`src/rtl/alu_share_if.sv`:
```
// Request/response bundle between two ALU requesters and the shared-ALU arbiter.
// Requester i occupies bit i of each 2-bit field and slice i of each packed field.
interface alu_share_if #(
    parameter int unsigned N = 32
);
    logic [1:0]     req_valid;
    logic [1:0]     req_ready;
    logic [7:0]     req_ctrl;
    logic [2*N-1:0] req_a;
    logic [2*N-1:0] req_b;
    logic [1:0]     req_cin;
    logic [1:0]     rsp_valid;
    logic [1:0]     rsp_ready;
    logic [2*N-1:0] rsp_res;
    logic [1:0]     rsp_cout;
    logic [1:0]     rsp_cmp;

    modport master (
        output req_valid, req_ctrl, req_a, req_b, req_cin, rsp_ready,
        input  req_ready, rsp_valid, rsp_res, rsp_cout, rsp_cmp
    );

    modport slave (
        input  req_valid, req_ctrl, req_a, req_b, req_cin, rsp_ready,
        output req_ready, rsp_valid, rsp_res, rsp_cout, rsp_cmp
    );
endinterface

```
`src/rtl/alu_share_arbiter.sv`:
```
// Round-robin arbiter time-sharing one integer ALU between two requesters.
// Each requester owns a one-entry result slot; a grant loads the slot one cycle later.
module alu_share_arbiter #(
    parameter int unsigned N = 32
) (
    input logic        clk,
    input logic        rst,
    alu_share_if.slave bus
);

    logic [1:0]        elig;
    logic [1:0]        grant;
    logic              sel;
    logic              rr_ptr;

    logic [3:0]        op;
    logic [N-1:0]      opa;
    logic [N-1:0]      opb;
    logic              cin;
    logic [N:0]        sum;
    logic [N-1:0]      res;
    logic              cout;
    logic              cmp;

    logic [1:0]        valid_q;
    logic [1:0][N-1:0] res_q;
    logic [1:0]        cout_q;
    logic [1:0]        cmp_q;

    // Grant: a requester may issue if its slot is free or being drained this cycle.
    // Depends only on valids, rsp_ready and slot state, never on operands.
    always_comb begin
        elig  = bus.req_valid & (~valid_q | bus.rsp_ready);
        grant = 2'b00;
        if (!rst) begin
            unique case (elig)
                2'b01:   grant = 2'b01;
                2'b10:   grant = 2'b10;
                2'b11:   grant = rr_ptr ? 2'b10 : 2'b01;
                default: grant = 2'b00;
            endcase
        end
    end

    assign sel = grant[1];

    // Operand mux for the granted requester.
    always_comb begin
        op  = sel ? bus.req_ctrl[7:4]  : bus.req_ctrl[3:0];
        opa = sel ? bus.req_a[2*N-1:N] : bus.req_a[N-1:0];
        opb = sel ? bus.req_b[2*N-1:N] : bus.req_b[N-1:0];
        cin = sel ? bus.req_cin[1]     : bus.req_cin[0];
    end

    // Shared ALU; fields an op does not produce stay zero.
    // Shifts take the whole B operand, so B >= N saturates naturally.
    always_comb begin
        sum  = '0;
        res  = '0;
        cout = 1'b0;
        cmp  = 1'b0;
        case (op)
            4'b0000: begin
                sum  = {1'b0, opa} + {1'b0, opb} + {{N{1'b0}}, cin};
                res  = sum[N-1:0];
                cout = sum[N];
            end
            4'b0001: res = opa - opb;
            4'b0010: res = opa | opb;
            4'b0011: res = opa ^ opb;
            4'b0100: res = opa & opb;
            4'b0101: res = opa >> opb;
            4'b0110: res = $unsigned($signed(opa) >>> opb);
            4'b0111: res = opa << opb;
            4'b1000: cmp = (opa < opb);
            default: cmp = ($signed(opa) < $signed(opb));
        endcase
    end

    // Result slots: accept loads new data, consume-only clears valid and keeps data.
    always_ff @(posedge clk) begin
        if (rst) begin
            valid_q <= 2'b00;
            res_q   <= '0;
            cout_q  <= 2'b00;
            cmp_q   <= 2'b00;
        end else begin
            for (int i = 0; i < 2; i++) begin
                if (grant[i]) begin
                    valid_q[i] <= 1'b1;
                    res_q[i]   <= res;
                    cout_q[i]  <= cout;
                    cmp_q[i]   <= cmp;
                end else if (valid_q[i] && bus.rsp_ready[i]) begin
                    valid_q[i] <= 1'b0;
                end
            end
        end
    end

    // Round-robin pointer: after any grant, prefer the requester that lost.
    always_ff @(posedge clk) begin
        if (rst) begin
            rr_ptr <= 1'b0;
        end else if (grant != 2'b00) begin
            rr_ptr <= grant[0];
        end
    end

    assign bus.req_ready = grant;
    assign bus.rsp_valid = valid_q;
    assign bus.rsp_res   = res_q;
    assign bus.rsp_cout  = cout_q;
    assign bus.rsp_cmp   = cmp_q;

endmodule

```
`src/flat_wrapper.sv`:
```
// flat-port wrapper written by rule: the top's interface ports become plain ports
module alu_share_arbiter_flat 
#(
    parameter int unsigned N = 32
)
  (clk, rst, bus_req_valid, bus_req_ctrl, bus_req_a, bus_req_b, bus_req_cin, bus_rsp_ready, bus_req_ready, bus_rsp_valid, bus_rsp_res, bus_rsp_cout, bus_rsp_cmp);
  alu_share_if #(.N(N)) bus_i ();
  input logic clk;
  input logic rst;
  input wire logic [$bits(bus_i.req_valid)-1:0] bus_req_valid;
  input wire logic [$bits(bus_i.req_ctrl)-1:0] bus_req_ctrl;
  input wire logic [$bits(bus_i.req_a)-1:0] bus_req_a;
  input wire logic [$bits(bus_i.req_b)-1:0] bus_req_b;
  input wire logic [$bits(bus_i.req_cin)-1:0] bus_req_cin;
  input wire logic [$bits(bus_i.rsp_ready)-1:0] bus_rsp_ready;
  output wire logic [$bits(bus_i.req_ready)-1:0] bus_req_ready;
  output wire logic [$bits(bus_i.rsp_valid)-1:0] bus_rsp_valid;
  output wire logic [$bits(bus_i.rsp_res)-1:0] bus_rsp_res;
  output wire logic [$bits(bus_i.rsp_cout)-1:0] bus_rsp_cout;
  output wire logic [$bits(bus_i.rsp_cmp)-1:0] bus_rsp_cmp;
  assign bus_i.req_valid = bus_req_valid;
  assign bus_i.req_ctrl = bus_req_ctrl;
  assign bus_i.req_a = bus_req_a;
  assign bus_i.req_b = bus_req_b;
  assign bus_i.req_cin = bus_req_cin;
  assign bus_i.rsp_ready = bus_rsp_ready;
  assign bus_req_ready = bus_i.req_ready;
  assign bus_rsp_valid = bus_i.rsp_valid;
  assign bus_rsp_res = bus_i.rsp_res;
  assign bus_rsp_cout = bus_i.rsp_cout;
  assign bus_rsp_cmp = bus_i.rsp_cmp;
  alu_share_arbiter #(.N(N)) u_core (.clk(clk), .rst(rst), .bus(bus_i));
endmodule
```
`config.mk`:
```
export PLATFORM = sky130hd
export DESIGN_NAME = alu_share_arbiter_flat
export DESIGN_NICKNAME = d
export VERILOG_FILES = /design/src/rtl/alu_share_if.sv /design/src/rtl/alu_share_arbiter.sv /design/src/flat_wrapper.sv
export SDC_FILE = /design/constraint.sdc
export NUM_CORES = 1
export LEC_CHECK = 0
export ABC_AREA = 1
export CORE_ASPECT_RATIO = 1.75
export CORE_MARGIN = 4
export CORE_UTILIZATION = 25
export DETAILED_ROUTE_END_ITERATION = 12
export PLACE_DENSITY = 0.44
export SLEW_MARGIN = 20
export SYNTH_ARGS = -nofsm -noshare
export SYNTH_HDL_FRONTEND = slang
export SYNTH_SLANG_ARGS = --single-unit
```
`constraint.sdc`:
```
create_clock -name clk -period 5.95 [get_ports clk]
set_input_delay 1.785 -clock clk [delete_from_list [all_inputs] [get_ports clk]]
set_output_delay 1.785 -clock clk [all_outputs]
set_load 0.01 [all_outputs]
```
==> impl_results.md, run 1 <==
* Outcome: complete, no violations
* Initial DRC count at 1258
* Htree depth at 3
* Antenna viol nets, final at 0
* Full die area at 0.05889 mm2
* Most used cell, CP: nand2_1
* Worst vdd ir at 0.0002292 V
* Synth Cell Area at 0.01373 mm2
* Min cycle time layout at 5.716 ns
* Design area at 0.02112 mm2
* Max Slew Vio Count at 0
* Post-synth top area share at 0.2848
* Peak Freq at 0.1750 GHz
* RSZ-0062 raised after global routing: true
* Type of origin of the critical path: input port
* Max incr delay on CP at 0.45 ns
* Layout cells sized above 1 at 0.2160
* Synth top area cells: nand2_1, dfxtp_1, ha_1
* CP endpoint kind: flop
* Antenna diodes at 0
* GRT Total Usage at 0.2949
* Pwr/cell area at 173.8 mW/mm2
* Slew HR at 0.3915
* Met3 Track Usage GR at 0.02080
* Clock buffer depth at 2
* Via count at 20.05k
* Post-CTS Hold Fix Bufs at 0
* IO Port Bufs at 215
* Final critical-path share of the clock period at 0.9606
* Routability Congestion at 1.031
* Clk sinks at 71
* Row Count at 113
* Synth cell types at 55
* Setup-failing EPs final at 0
* Reg2Reg Capture Point: u_core.bus.rsp_res[43]
* Layer with the highest usage: met2
* Root Buffer: clkbuf_16
* DRC Markers at 0
* Synthesis Warnings at 0
* CTS tree: built
* Placed wire-length estimate at 77450 um
* Starting Density at 0.2529
* Final setup TNS at 0 ns
* Hold Path Class: flop to flop
* Count leader, synth: nand2_1
* Overflow after GRT at 0
* Mean number of vias per cell at 5.041
* EDFF count, synth at 0
* Leak pwr at 10.80 nW
* Synth Flop Type: dfxtp_1
* Core area at 0.05429 mm2
* Hold Path Depth at 2
* GRT met2 Usage at 0.5585
* Worst-Skew Late Latency at 0.35 ns
* Max-Cap Viols at 0
* DRT Pass-1 Iters at 6
* Synth area leader: nand2_1
* Syn nets at 2891
* Area grow syn2layout at 53.82%
* Vias in the first global route at 20.02k
* Critical Path End: u_core.bus.rsp_res[43]
* Overall power at 3.671 mW
* Area post-placement at 0.02045 mm2
* Reg2reg start: u_core.bus.rsp_valid[1]
* Nets at 3538
* Final number of hold-violating endpoints at 0
* Avg Cell Area, Syn at 5.212 um2
* R2r worst-path depth at 32
* FF+latch count, synth at 71
* Clock transition at the registers of the reported paths at 0.06 ns
* Cts bufs inserted at 9
* Gate Count Post-Synth at 2635
* Max FO, Critical Path at 11
* Critical Path RT at 6.16 ns
* Antenna violations before repair at 1
* Total Wirelength at 90280 um
* WP data arrival at 5.92 ns
* CP max-delay cell: clkdlybuf4s50_1
* R2r setup slk at 1.83 ns
* Global-route wire length before repair at 128400 um
* DIE WIDTH at 185.2 um
* Clock skew at 0.007933 ns
* Async SR Flop Fraction at 0
* Slew @ Worst Pin at 0.9127 ns
* Worst hold slack at 0.4608 ns
* # IOs at 216
* Top cells by count, synth: nand2_1, nand3_1, inv_1
* Pin count of the biggest net entering global routing at 69
* Crit path launch: bus_rsp_ready[1]
* Die Height at 318.1 um
* Drt wl/cell at 22.70 um
* WS Path Type: input port to flop
* Seq/Total Area, Yosys at 0.1035
* Met1 Usage GRT at 0.2951
==> timing repair <==
item                       4_1_cts  5_1_grt
setup endpoints to repair       48       56
cloned                           0        0
gates resized for setup         18       79
buffers inserted                 0        2
pin swaps                        0       14
==> how the worst min path moves through the flow <==
stage | slack (ns) | from | endpoint
2_1_floorplan | 0.45 | u_core.rr_ptr | u_core.rr_ptr
3_3_place_gp | 0.45 | u_core.bus.rsp_res[42] | u_core.bus.rsp_res[42]
3_5_place_dp | 0.45 | u_core.bus.rsp_res[25] | u_core.bus.rsp_res[25]
4_1_cts | 0.46 | u_core.bus.rsp_res[11] | u_core.bus.rsp_res[11]
5_1_grt | 0.48 | u_core.bus.rsp_res[33] | u_core.bus.rsp_res[33]
6_report | 0.46 | u_core.bus.rsp_res[11] | u_core.bus.rsp_res[11]
==> layout make-up <==
type | count | area, um2
well taps | 690 | 863.3
flip-flops and latches | 71 | 1421
clock buffers | 10 | 229.0
fillers | 6221 | 33170
repair buffers | 778 | 6510
multi-input cells | 2163 | 11030
inverters | 259 | 972.2
clock inverters | 6 | 93.84
==> routing by layer <==
| metal | routed length, um | vias to the layer above |
|---|---|---|
| met2 | 47580 | 640 |
| li1 | - | 9846 |
| met4 | 8293 | 0 |
| met1 | 30980 | 9345 |
| met3 | 3429 | 217 |
| met5 | 0 | - |
==> where the power goes <==
group          switching [mW]  internal [mW]  leakage [nW]  total [mW]
Sequential             0.0152          0.502         0.577       0.517
Combinational            1.51           1.06          10.1        2.56
Clock                   0.222          0.370         0.153       0.592
==> flip-flops by register name, summed over array words and instances, names as in the netlist <==
register / flops
u_core.bus.rsp_cmp: 2
u_core.bus.rsp_cout: 2
u_core.bus.rsp_res: 64
u_core.bus.rsp_valid: 2
u_core.rr_ptr: 1
==> critical path: cells and delay by family <==
kind | cells | cell delay [ns]
buffers and inverters | 8 | 1.33
AO/OA/AOI/OAI | 6 | 0.82
AND/OR/NAND/NOR | 19 | 1.69
adder cells (fa/ha/maj) | 1 | 0.30
==> metrics by stage <==
stage / worst slack, ns / cells / utilization
6_report: 0.2343 / 3977 / 0.3891
2_1_floorplan: 0.07465 / 2635 / -
4_1_cts: 0.006038 / 3975 / 0.3836
5_1_grt: -0.02178 / 3977 / 0.3891
3_3_place_gp: -0.6465 / 3959 / 0.3767
3_5_place_dp: -0.6620 / 3959 / 0.3767
==> cells by family after synthesis <==
| family | after synthesis | synth area share |
|---|---|---|
| compound gates | 464 | 0.1883 |
| fa+ha+maj | 112 | 0.1037 |
| mux | 3 | 0.002187 |
| flops | 71 | 0.1035 |
| xor+xnor | 6 | 0.003827 |
| buf+inv | 401 | 0.1192 |
| simple gates | 1578 | 0.4793 |
==> cell usage in the layout (no fill, tap or decap), types with 11 or more instances in the layout <==
cell	synthesis	layout
a211oi_1	13	11
a21oi_1	189	178
buf_4	6	550
clkdlybuf4s50_1	0	214
dfxtp_1	71	71
ha_1	109	106
inv_1	239	239
inv_2	16	16
nand2_1	1042	1031
nand2_2	7	18
nand3_1	267	256
nand3_2	2	13
nand4_1	35	35
nor2_1	163	155
nor2_2	6	13
nor3_1	19	14
o211ai_1	13	13
o21ai_0	121	106
o21ai_1	46	51
o21ai_2	8	13
o22ai_1	24	24
or2_2	12	12
Note: power is estimated with default switching activity, not from simulation.
==> run 2, diff against run 1 <==
--- a/config.mk
+++ b/config.mk
@@ -5,12 +5,12 @@
 export SDC_FILE = /design/constraint.sdc
 export NUM_CORES = 1
 export LEC_CHECK = 0
-export ABC_AREA = 1
 export CORE_ASPECT_RATIO = 1.75
 export CORE_MARGIN = 4
 export CORE_UTILIZATION = 25
 export DETAILED_ROUTE_END_ITERATION = 12
-export PLACE_DENSITY = 0.44
+export MAX_ROUTING_LAYER = met4
+export PLACE_DENSITY = 0.43
 export SLEW_MARGIN = 20
 export SYNTH_ARGS = -nofsm -noshare
 export SYNTH_HDL_FRONTEND = slang
==> impl_results.md, run 2 <==
* Full die area at 0.06860 mm2 (+16%)
* Mean number of vias per cell at 5.657 (+12%)
* Reg2Reg Capture Point: u_core.bus.rsp_res[62]
* CP max-delay cell: clkdlybuf4s50_1
* Sequential cell area at 0.001421 mm2 (unchanged)
* Peak Freq at 0.1703 GHz (-2.7%)
* WS Path Type: input port to flop
* Overall power at 3.771 mW (+2.7%)
* Final critical-path share of the clock period at 0.9868 (+0.02618)
* Post-synth top area share at 0.1139 (-0.1709)
* Async SR Flop Fraction at 0 (unchanged)
* Setup-failing EPs final at 0 (unchanged)
* Outcome: complete, no violations
* CP endpoint kind: flop
* Synthesis Warnings at 0 (unchanged)
* GRT Total Usage at 0.3198 (+0.02489)
* WP data arrival at 6.08 ns (+0.16 ns)
* RSZ-0062 raised after global routing: true
* Clock transition at the registers of the reported paths at 0.05 ns (about the same)
* Seq/Total Area, Yosys at 0.08840 (-0.01510)
* Core area at 0.06350 mm2 (+17%)
* Area post-placement at 0.02352 mm2 (+15%)
* Initial DRC count at 1678 (+33%)
* Placed wire-length estimate at 95110 um (+23%)
* PnR worst setup slack at 0.07852 ns (-0.1558 ns)
* # IOs at 216 (unchanged)
* Overflow after GRT at 0 (unchanged)
* Synth Cell Area at 0.01608 mm2 (+17%)
* Worst vdd ir at 0.0001581 V (-31%)
* Total Wirelength at 112200 um (+24%)
* Synth Flop Type: dfxtp_1
* Routability Congestion at 1.031 (about the same)
* Hold_sp: u_core.bus.rsp_res[55]
* Cts bufs inserted at 9 (unchanged)
* Max FO, Critical Path at 7 (-4)
* Row Count at 122 (+8.0%)
* Layout filler cell count at 6765 (+8.7%)
* Synth top area cells: mux2i_1, dfxtp_1, ha_1
* Global-route wire length before repair at 154900 um (+21%)
* Die Height at 343.5 um (+8.0%)
* Leak pwr at 10.86 nW (+0.62%)
* Syn nets at 2528 (-13%)
* Clock buffer depth at 2 (unchanged)
* Max incr delay on CP at 0.46 ns (about the same)
* Pwr/cell area at 153.1 mW/mm2 (-12%)
* Final number of hold-violating endpoints at 0 (unchanged)
* Drt wl/cell at 29.57 um (+30%)
* Vias in the first global route at 21.61k (+7.9%)
* Reg2reg start: u_core.bus.rsp_valid[0]
* Max reg flops at 64 (unchanged)
* Avg Cell Area, Syn at 7.077 um2 (+36%)
* Clock skew at 0.003605 ns (-0.004328 ns)
* Hold Path Class: flop to flop
* Type of origin of the critical path: input port
* Layout cells sized above 1 at 0.3036 (+0.08765)
* DRC Markers at 0 (unchanged)
* Final setup TNS at 0 ns (unchanged)
* Top cells by count, synth: nand2_1, nor2_1, mux2i_1
* WHS Endpoint: u_core.bus.rsp_res[55]
* Max Slew Vio Count at 0 (unchanged)
* DRT Pass-1 Iters at 5 (-1)
* Multi-input gate area at 0.01400 mm2 (+27%)
* Synth cell types at 89 (+62%)
* Nets at 3240 (-8.4%)
* IO Port Bufs at 215 (unchanged)
* Area grow syn2layout at 53.24%
* Design area at 0.02464 mm2 (+17%)
* Slew @ Worst Pin at 0.9778 ns (+0.06510 ns)
* Pin count of the biggest net entering global routing at 91 (+32%)
* Antenna viol nets, final at 0 (unchanged)
* Critical Path RT at 6.16 ns (about the same)
* Commonest non-fill, non-tap cell in the layout: buf_4
* R2r worst-path depth at 20 (-38%)
* Hold Path Depth at 2 (unchanged)
* FF+latch count, synth at 71 (unchanged)
* Clk sinks at 71 (unchanged)
* Most frequent cells in the layout: buf_4, nand2_1, clkdlybuf4s50_1
* Antenna violations before repair at 2 (+1)
* R2r setup slk at 1.50 ns (-0.33 ns)
* Via count at 21.46k (+7.1%)
* Count leader, synth: nand2_1
* CTS tree: built
* Most used cell, CP: o31ai_4
* DIE WIDTH at 199.7 um (+7.9%)
* Synth area leader: mux2i_1
* Pre-CTS WS at -1.001 ns (-0.3392 ns)
* Gate Count Post-Synth at 2272 (-14%)
* Max-Cap Viols at 0 (unchanged)
* Root Buffer: clkbuf_16
* Slew HR at 0.3412 (-0.05029)
* Starting Density at 0.2532 (+0.0002618)
* Min cycle time layout at 5.871 ns (+0.1558 ns)
* Htree depth at 3 (unchanged)
* Critical-path cell list: clkdlybuf4s50_1, nand2b_4, o211ai_4, buf_12, clkinv_8, buf_8, mux2i_4, inv_1, ha_2, buf_4, a21o_1, a21oi_2, o21a_1, o311a_1, buf_6, o31ai_4, o31ai_4, mux2_4, a221o_1, a211oi_2, o21ai_1
* EDFF count, synth at 0 (unchanged)
* Post-CTS Hold Fix Bufs at 0 (unchanged)
* Worst-Skew Late Latency at 0.35 ns (about the same)
* Final Core Density at 0.3880 (-0.001057)
-- run 2: per-stage QoR --
stage                     hold slack (ns)  cells
after global routing               0.4711   3794
after CTS                          0.4572   3776
after global placement             0.4340   3753
after floorplan                    0.4719   2272
final                              0.4506   3794
after detailed placement           0.4441   3753
-- run 2: repair_timing --
action,4_1_cts,5_1_grt
gates cloned,1,3
setup buffers,8,16
setup endpoints to repair,46,41
pin swaps,9,28
resized for setup,46,65
-- run 2: power breakdown --
group	internal, mW	switching (mW)	total, mW
combinational	1.21	1.52	2.73
sequential	0.499	0.0131	0.513
clock	0.329	0.196	0.525
total	2.04	1.73	3.77
-- run 2: worst max-delay path by stage --
stage                          start                      to  slack, ns
floorplan                        rst  u_core.bus.rsp_res[30]      -0.14
global placement                 rst  u_core.bus.rsp_res[60]      -0.98
detailed placement               rst  u_core.bus.rsp_res[28]      -1.00
CTS                 bus_req_valid[1]  u_core.bus.rsp_res[62]      0.004
global route        bus_rsp_ready[1]  u_core.bus.rsp_res[28]      -0.04
finish              bus_rsp_ready[1]  u_core.bus.rsp_res[62]       0.08
-- run 2: layout make-up --
cell class	count	share of cell area
Inverter	116	0.01818
Clock inverter	4	0.001930
Multi-Input combinational cell	1903	0.5680
Timing Repair Buffer	883	0.3035
Antenna cell	1	0.0001016
Tap cell	806	0.04093
Sequential cell	71	0.05769
Clock buffer	10	0.009699
-- run 2: logic make-up after synthesis --
kind of cell / Yosys count / share of synthesized area
multiplexers: 291 / 0.2120
buffers and inverters: 298 / 0.07579
AND/OR/NAND/NOR: 752 / 0.2127
AO/OA/AOI/OAI: 729 / 0.3121
adder cells (fa/ha/maj): 112 / 0.08855
flip-flops: 71 / 0.08840
XOR/XNOR: 19 / 0.01035
-- run 2: critical path, delay by kind of cell --
kind,cells,cell delay [ns]
compound gates,10,2.00
fa+ha+maj,1,0.35
buf+inv,7,1.21
mux,2,0.58
simple gates,1,0.14
-- run 2: metal layers --
layer,vias to the layer above,global-route usage,part of all wire,wire [um]
met5,-,-,0,0
met4,0,0.2111,0.088,9884
met3,238,0.01235,0.034,3811
met2,765,0.5745,0.51,57450
met1,10520,0.3371,0.37,41050
li1,9938,-,-,-
